==> src/rtl/demux1_2_8bit_buffered.sv <==
// demux1_2_8bit_buffered: steers valid/ready words into one of two per-channel FIFOs.
//   Ports: clk, rst (async, active-high); in/in_valid/s -> in_ready;
//   out1/out1_valid <- out1_ready, out2/out2_valid <- out2_ready; count1/count2 occupancy.
module demux1_2_fifo #(
  parameter int WIDTH = 8,
  parameter int DEPTH = 2
) (
  input  logic                       clk,
  input  logic                       rst,
  input  logic                       push,
  input  logic [WIDTH-1:0]           din,
  input  logic                       rd_ready,
  output logic [WIDTH-1:0]           dout,
  output logic                       valid,
  output logic                       full,
  output logic [$clog2(DEPTH):0]     count
);
  localparam int PW = $clog2(DEPTH);
  localparam logic [PW:0] FULL_N = (PW+1)'(DEPTH);
  logic [WIDTH-1:0] mem [DEPTH];
  logic [PW-1:0] wr_ptr, rd_ptr;
  logic pop;
  // DEPTH is a power of two, so pointers wrap naturally at DEPTH-1 -> 0.
  assign valid = count != '0;
  assign full  = count == FULL_N;
  assign pop   = valid & rd_ready;
  assign dout  = mem[rd_ptr];
  always_ff @(posedge clk or posedge rst) begin
    if (rst) begin
      for (int i = 0; i < DEPTH; i++) mem[i] <= '0;
      wr_ptr <= '0;
      rd_ptr <= '0;
      count  <= '0;
    end else begin
      if (push) begin
        mem[wr_ptr] <= din;
        wr_ptr      <= wr_ptr + 1'b1;
      end
      if (pop) rd_ptr <= rd_ptr + 1'b1;
      if (push & ~pop) count <= count + 1'b1;
      else if (pop & ~push) count <= count - 1'b1;
    end
  end
endmodule

module demux1_2_8bit_buffered #(
  parameter int WIDTH = 8,
  parameter int DEPTH = 2
) (
  input  logic                   clk,
  input  logic                   rst,
  input  logic [WIDTH-1:0]       in,
  input  logic                   in_valid,
  input  logic                   s,
  output logic                   in_ready,
  output logic [WIDTH-1:0]       out1,
  output logic                   out1_valid,
  input  logic                   out1_ready,
  output logic [WIDTH-1:0]       out2,
  output logic                   out2_valid,
  input  logic                   out2_ready,
  output logic [$clog2(DEPTH):0] count1,
  output logic [$clog2(DEPTH):0] count2
);
  logic full1, full2, push;
  // A full channel refuses the word even if it pops this cycle.
  assign in_ready = s ? ~full1 : ~full2;
  assign push     = in_valid & in_ready;
  demux1_2_fifo #(.WIDTH(WIDTH), .DEPTH(DEPTH)) u_ch1 (
    .clk(clk), .rst(rst), .push(push & s), .din(in), .rd_ready(out1_ready),
    .dout(out1), .valid(out1_valid), .full(full1), .count(count1)
  );
  demux1_2_fifo #(.WIDTH(WIDTH), .DEPTH(DEPTH)) u_ch2 (
    .clk(clk), .rst(rst), .push(push & ~s), .din(in), .rd_ready(out2_ready),
    .dout(out2), .valid(out2_valid), .full(full2), .count(count2)
  );
endmodule

==> config.mk <==
export PLATFORM = sky130hd
export DESIGN_NAME = demux1_2_8bit_buffered
export DESIGN_NICKNAME = d
export VERILOG_FILES = /design/src/rtl/demux1_2_8bit_buffered.sv
export SDC_FILE = /design/constraint.sdc
export NUM_CORES = 1
export LEC_CHECK = 0
export ABC_AREA = 1
export CAP_MARGIN = 40
export CORE_ASPECT_RATIO = 0.7
export CORE_MARGIN = 10
export CORE_UTILIZATION = 30
export CTS_CLUSTER_SIZE = 10
export DETAILED_ROUTE_END_ITERATION = 7
export SYNTH_ARGS = -nofsm -noshare
export SYNTH_HDL_FRONTEND = slang
export SYNTH_SLANG_ARGS = --single-unit
==> constraint.sdc <==
create_clock -name clk -period 2.42 [get_ports clk]
set_input_delay 0.363 -clock clk [delete_from_list [all_inputs] [get_ports clk]]
set_output_delay 0.363 -clock clk [all_outputs]
set_load 0.005 [all_outputs]
==> results.yml, run 1 <==
sta:
  fin_setup_tns_ps: 0
  finalCriticalPeriod_ps: 2140
  setup_viol: 0
  max_freq_mhz: 468
  tightest_slew_ps: 591
  grt_setup_unrepaired: "no"
  post-route-period-util: 0.882
  slew_viol_final: 0
  worst_clock_skew_ps: 1.84
  final_hold_viol_count: 0
  post-route-worst-setup-slack_ps: 285
  slew_headroom: 0.606
power_and_ir_drop:
  powerDensity_nw_per_um2: 1270
  p_leak_uw: 0.00120
  peakVddDrop_v: 0.000288
clocking:
  h-tree-depth: 2
  cts_resized: 0
  insertion_delay_ps: 290
  postCtsHoldBufs: 0
  numCtsBuffers: 5
  cts.sinks: 40
  clockRootBuffer: "clkbuf_8"
  max-clock-path-buffers: 2
  cts_tree: "yes"
  post_cts_buffers: 0
  clk_pin_slew_ps: 70
worst_setup_path:
  cp_top_family: "flip-flops"
  cp_slowest_cell: "dfrtp_1"
  max_stage_delay_ps: 670
  cp_cell_sequence: "nand2_1 -> o21ai_0 -> clkdlybuf4s50_1"
  arrival_ps: 1770
  cp_max_fo: 17
  start_kind: "flop"
  endpoint_kind: "output pin"
  path_class: "reg -> out"
  critPathRequiredTime_ps: 2060
  critPathBufInv: 1
die:
  core_area_sq_um: 6690
  start_util: 0.306
  row_count: 25
  dieWidth_microns: 119
  dieArea_sq_um: 10600
  dieHeight_microns: 89.1
  ios: 37
routing:
  wl_per_cell_microns: 12.6
  drtIter0Drc: 79
  antenna_left: 0
  viasPerCell: 4.12
  drc: 0
  first_pass_iters: 4
  wirelength_microns: 4560
  via_count: 1497
global_route:
  antenna_found_initial: 0
  grt_pass1_wl_microns: 7940
  use_met2: 0.132
  use_met3: 0.0372
  track_usage: 0.0941
  grt-busiest-layer: "met2"
  grtUsageMet1: 0.125
  grt_max_degree: 41
  grt_pass1_vias: 1568
  overflow: 0
cells_and_area:
  syn_to_final_growth_pct: 24.6
  drive_gt1_frac: 0.115
  n_antenna_cell: 0
  instances_no_fill: 363
  fin_nets: 284
  final_cell_mix: "nand2_1 (76), dfrtp_1 (40), clkdlybuf4s50_1 (36), o21ai_0 (33), inv_1 (31)"
  final_common_cell: "nand2_1"
worst_hold_path:
  min_path_type: "in -> async"
synthesis:
  ys_ff_latch: 40
  netlist-cell-type-count: 27
  ys_seq_area_frac: 0.489
  netlist_area_sq_um: 2050
  ys.warnings.count: 0
  synthesis.nets: 248
  syn_area_per_cell_sq_um: 8.83
  syn_inst: 232
place:
  io_buffers: 36
  dpl_worst_slack_ps: 410
  hpwl_microns: 3240
  numPlacedInstances: 355
  gp_congestion: 0.733
flow_run:
  drv_cap: 0
run_status:
  status: "completed"
==> cell usage after synthesis, drive strengths merged <==
master   n  area share
a21oi    2      0.0049
buf      7       0.035
clkbuf   2      0.0037
dfrtp   40        0.49
ha       2       0.012
inv     35       0.065
nand2   78        0.15
nand3    1      0.0086
nor2     5       0.026
o211ai   1      0.0061
o21ai   35       0.089
o21bai  16       0.079
xnor2    4       0.017
xor2     4       0.017
==> logic make-up after synthesis <==
logic type,Yosys count,synth area share
flip-flops,40,0.489
adder cells (fa/ha/maj),2,0.0122
buffers and inverters,44,0.104
XOR/XNOR,8,0.0342
AND/OR/NAND/NOR,84,0.182
AO/OA/AOI/OAI,54,0.179
==> registers in the layout (all words and copies together) (netlist names) <==
signal and flops:
u_ch1.wr_ptr 1, u_ch2.rd_ptr 1, u_ch2.mem 16, u_ch2.count 2
u_ch2.wr_ptr 1, u_ch1.rd_ptr 1, u_ch1.count 2, u_ch1.mem 16
==> power breakdown <==
group	total (uW)	internal (uW)	switching, uW
sequential	1260	995	268
clock	462	233	229
combinational	1500	822	682
==> cell type report <==
class | instances | area (sq um)
sequential | 40 | 1000
tap | 94 | 118
inverter | 35 | 134
clock buffer | 8 | 90.1
multi-input combinational | 148 | 835
fill | 710 | 4140
timing repair buffer | 38 | 375
==> metrics by stage <==
stage	hold WS (ps)	power [uW]	area [sq um]	util
3_3_place_gp	485	2790	2460	0.368
2_1_floorplan	462	2120	2050	-
3_5_place_dp	491	2820	2460	0.368
4_1_cts	511	3300	2550	0.381
5_1_grt	543	3570	2550	0.381
6_report	503	3230	2550	0.381
==> path summary, 6_finish.rpt <==
kind                                start              to  slack [ps]  cells after the start
max                          u_ch2.rd_ptr         out2[6]         280                      3
min                                   rst    u_ch1.mem[5]         500                      3
max reg2reg                u_ch1.count[0]  u_ch1.count[1]         780                      8
min reg2reg                  u_ch1.mem[6]    u_ch1.mem[6]         510                      2
max in group asynchronous             rst   u_ch2.mem[10]        1540                      3
min in group clk             u_ch1.mem[6]    u_ch1.mem[6]         510                      2
==> metal layers <==
metal / vias up / part of all wire
li1: 795 / -
met1: 663 / 0.53
met2: 31 / 0.39
met3: 8 / 0.062
met4: 0 / 0.018
met5: - / 0
==> tightest hold or removal path, stage by stage <==
cell and delay (ps):
clkdlybuf4s50_1 400, inv_1 50, buf_4 440
Note: power is estimated with default switching activity, not from simulation.
==> run 2, diff against run 1 <==
CTS_BUF_LIST = sky130_fd_sc_hd__clkbuf_4 sky130_fd_sc_hd__clkbuf_8   (was unset)
==> run 2 against run 1 <==
- non-clock buffer count unchanged
- cell count unchanged
- sequential power about the same
- count of clock-buffer cells in the layout stayed put
- first-iteration DRC count shrank 1.3%
- largest power group unchanged
==> results.yml, run 2 (same netlist as run 1, synthesis figures left out) <==
global_route:
  grt_pass1_vias: 1568
  antenna_found_initial: 0
  track_usage: 0.0941
  grt_max_degree: 41
  overflow: 0
  grt_pass1_wl_microns: 7940
sta:
  fin_setup_tns_ps: 0
  slew_headroom: 0.606
  final_hold_viol_count: 0
  post-route-period-util: 0.882
  slew_viol_final: 0
  tightest_slew_ps: 591
  max_freq_mhz: 468
  post-route-worst-setup-slack_ps: 285
  finalCriticalPeriod_ps: 2140
  setup_viol: 0
  grt_setup_unrepaired: "no"
  worst_clock_skew_ps: 2.88
  hold_ws_ps: 499
clocking:
  h-tree-depth: 2
  clockRootBuffer: "clkbuf_8"
  cts_resized: 0
  insertion_delay_ps: 290
  cts_tree: "yes"
  clk_pin_slew_ps: 80
  max-clock-path-buffers: 2
  cts.sinks: 40
  post_cts_buffers: 0
  postCtsHoldBufs: 0
  numCtsBuffers: 5
power_and_ir_drop:
  powerDensity_nw_per_um2: 1270
  p_leak_uw: 0.00121
  peakVddDrop_v: 0.000288
  finalPower_uw: 3250
cells_and_area:
  reg_top3: "u_ch1.mem: 16 flops, u_ch2.mem: 16 flops"
  drive_gt1_frac: 0.123
  instances_no_fill: 363
  syn_to_final_growth_pct: 25.0
  final_common_cell: "nand2_1"
  n_antenna_cell: 0
  final_cell_mix: "nand2_1 (76), dfrtp_1 (40), clkdlybuf4s50_1 (36), o21ai_0 (33), inv_1 (31)"
  fin_nets: 284
place:
  dpl_worst_slack_ps: 410
  hpwl_microns: 3240
  gp_congestion: 0.733
  io_buffers: 36
  numPlacedInstances: 355
routing:
  wl_per_cell_microns: 12.6
  first_pass_iters: 4
  wirelength_microns: 4560
  drc: 0
  drtIter0Drc: 78
  via_count: 1495
  antenna_left: 0
  viasPerCell: 4.12
worst_setup_path:
  cp_cell_sequence: "nand2_1 -> o21ai_0 -> clkdlybuf4s50_1"
  start_kind: "flop"
  cp_max_fo: 17
  cp_top_family: "flip-flops"
  path_class: "reg -> out"
  reg2reg_from: "u_ch1.count[0]"
  cp_slowest_cell: "dfrtp_1"
  cp-startpoint: "u_ch2.rd_ptr"
  r2r_cells: 8
  endpoint_kind: "output pin"
  critPathRequiredTime_ps: 2060
  max_stage_delay_ps: 670
  arrival_ps: 1770
  reg2reg_slack_ps: 780
  critPathBufInv: 1
  path_depth: 3
run_status:
  status: "completed"
die:
  start_util: 0.306
  row_count: 25
  dieHeight_microns: 89.1
  core_area_sq_um: 6690
  dieWidth_microns: 119
  dieArea_sq_um: 10600
  ios: 37
worst_hold_path:
  min_path_type: "in -> async"
flow_run:
  drv_cap: 0
-- run 2: worst paths after layout --
kind	to
hold / removal	u_ch1.mem[5]
max in group asynchronous	u_ch2.mem[15]
setup reg to reg	u_ch1.count[1]
min in group clk	u_ch1.mem[6]
setup / recovery	out2[6]
hold reg to reg	u_ch1.mem[6]
-- run 2: per-layer routing --
metal | share of wire | track usage
met5 | 0 | 0
met2 | 0.39 | 0.132
met3 | 0.062 | 0.0372
met4 | 0.016 | 0.0398
met1 | 0.53 | 0.125
-- run 2: layout make-up --
cell class | count | area (sq um)
fill | 709 | 4130
clock buffer | 8 | 97.6
multi-input combinational | 148 | 835
tap | 94 | 118
sequential | 40 | 1000
timing repair buffer | 38 | 375
inverter | 35 | 134
-- run 2: worst reg2reg max path: stages (launching register included) --
cell     delay (ps)
dfrtp_1         420
inv_2           110
nand2_4          60
nand3_4         160
inv_1            70
ha_1            310
a21oi_1         120
o21ai_0         110
xor2_1          150
-- run 2: where the power goes --
part	total [uW]	switching [uW]	internal (uW)
Clock	485	230	255
Sequential	1260	269	995
Combinational	1500	682	821
Total	3250	1180	2070
-- run 2: per-stage QoR --
step	cell area, sq um	util
detailed placement	2460	0.368
floorplan	2050	-
CTS	2560	0.382
finish	2560	0.382
global route	2560	0.382
global placement	2460	0.368
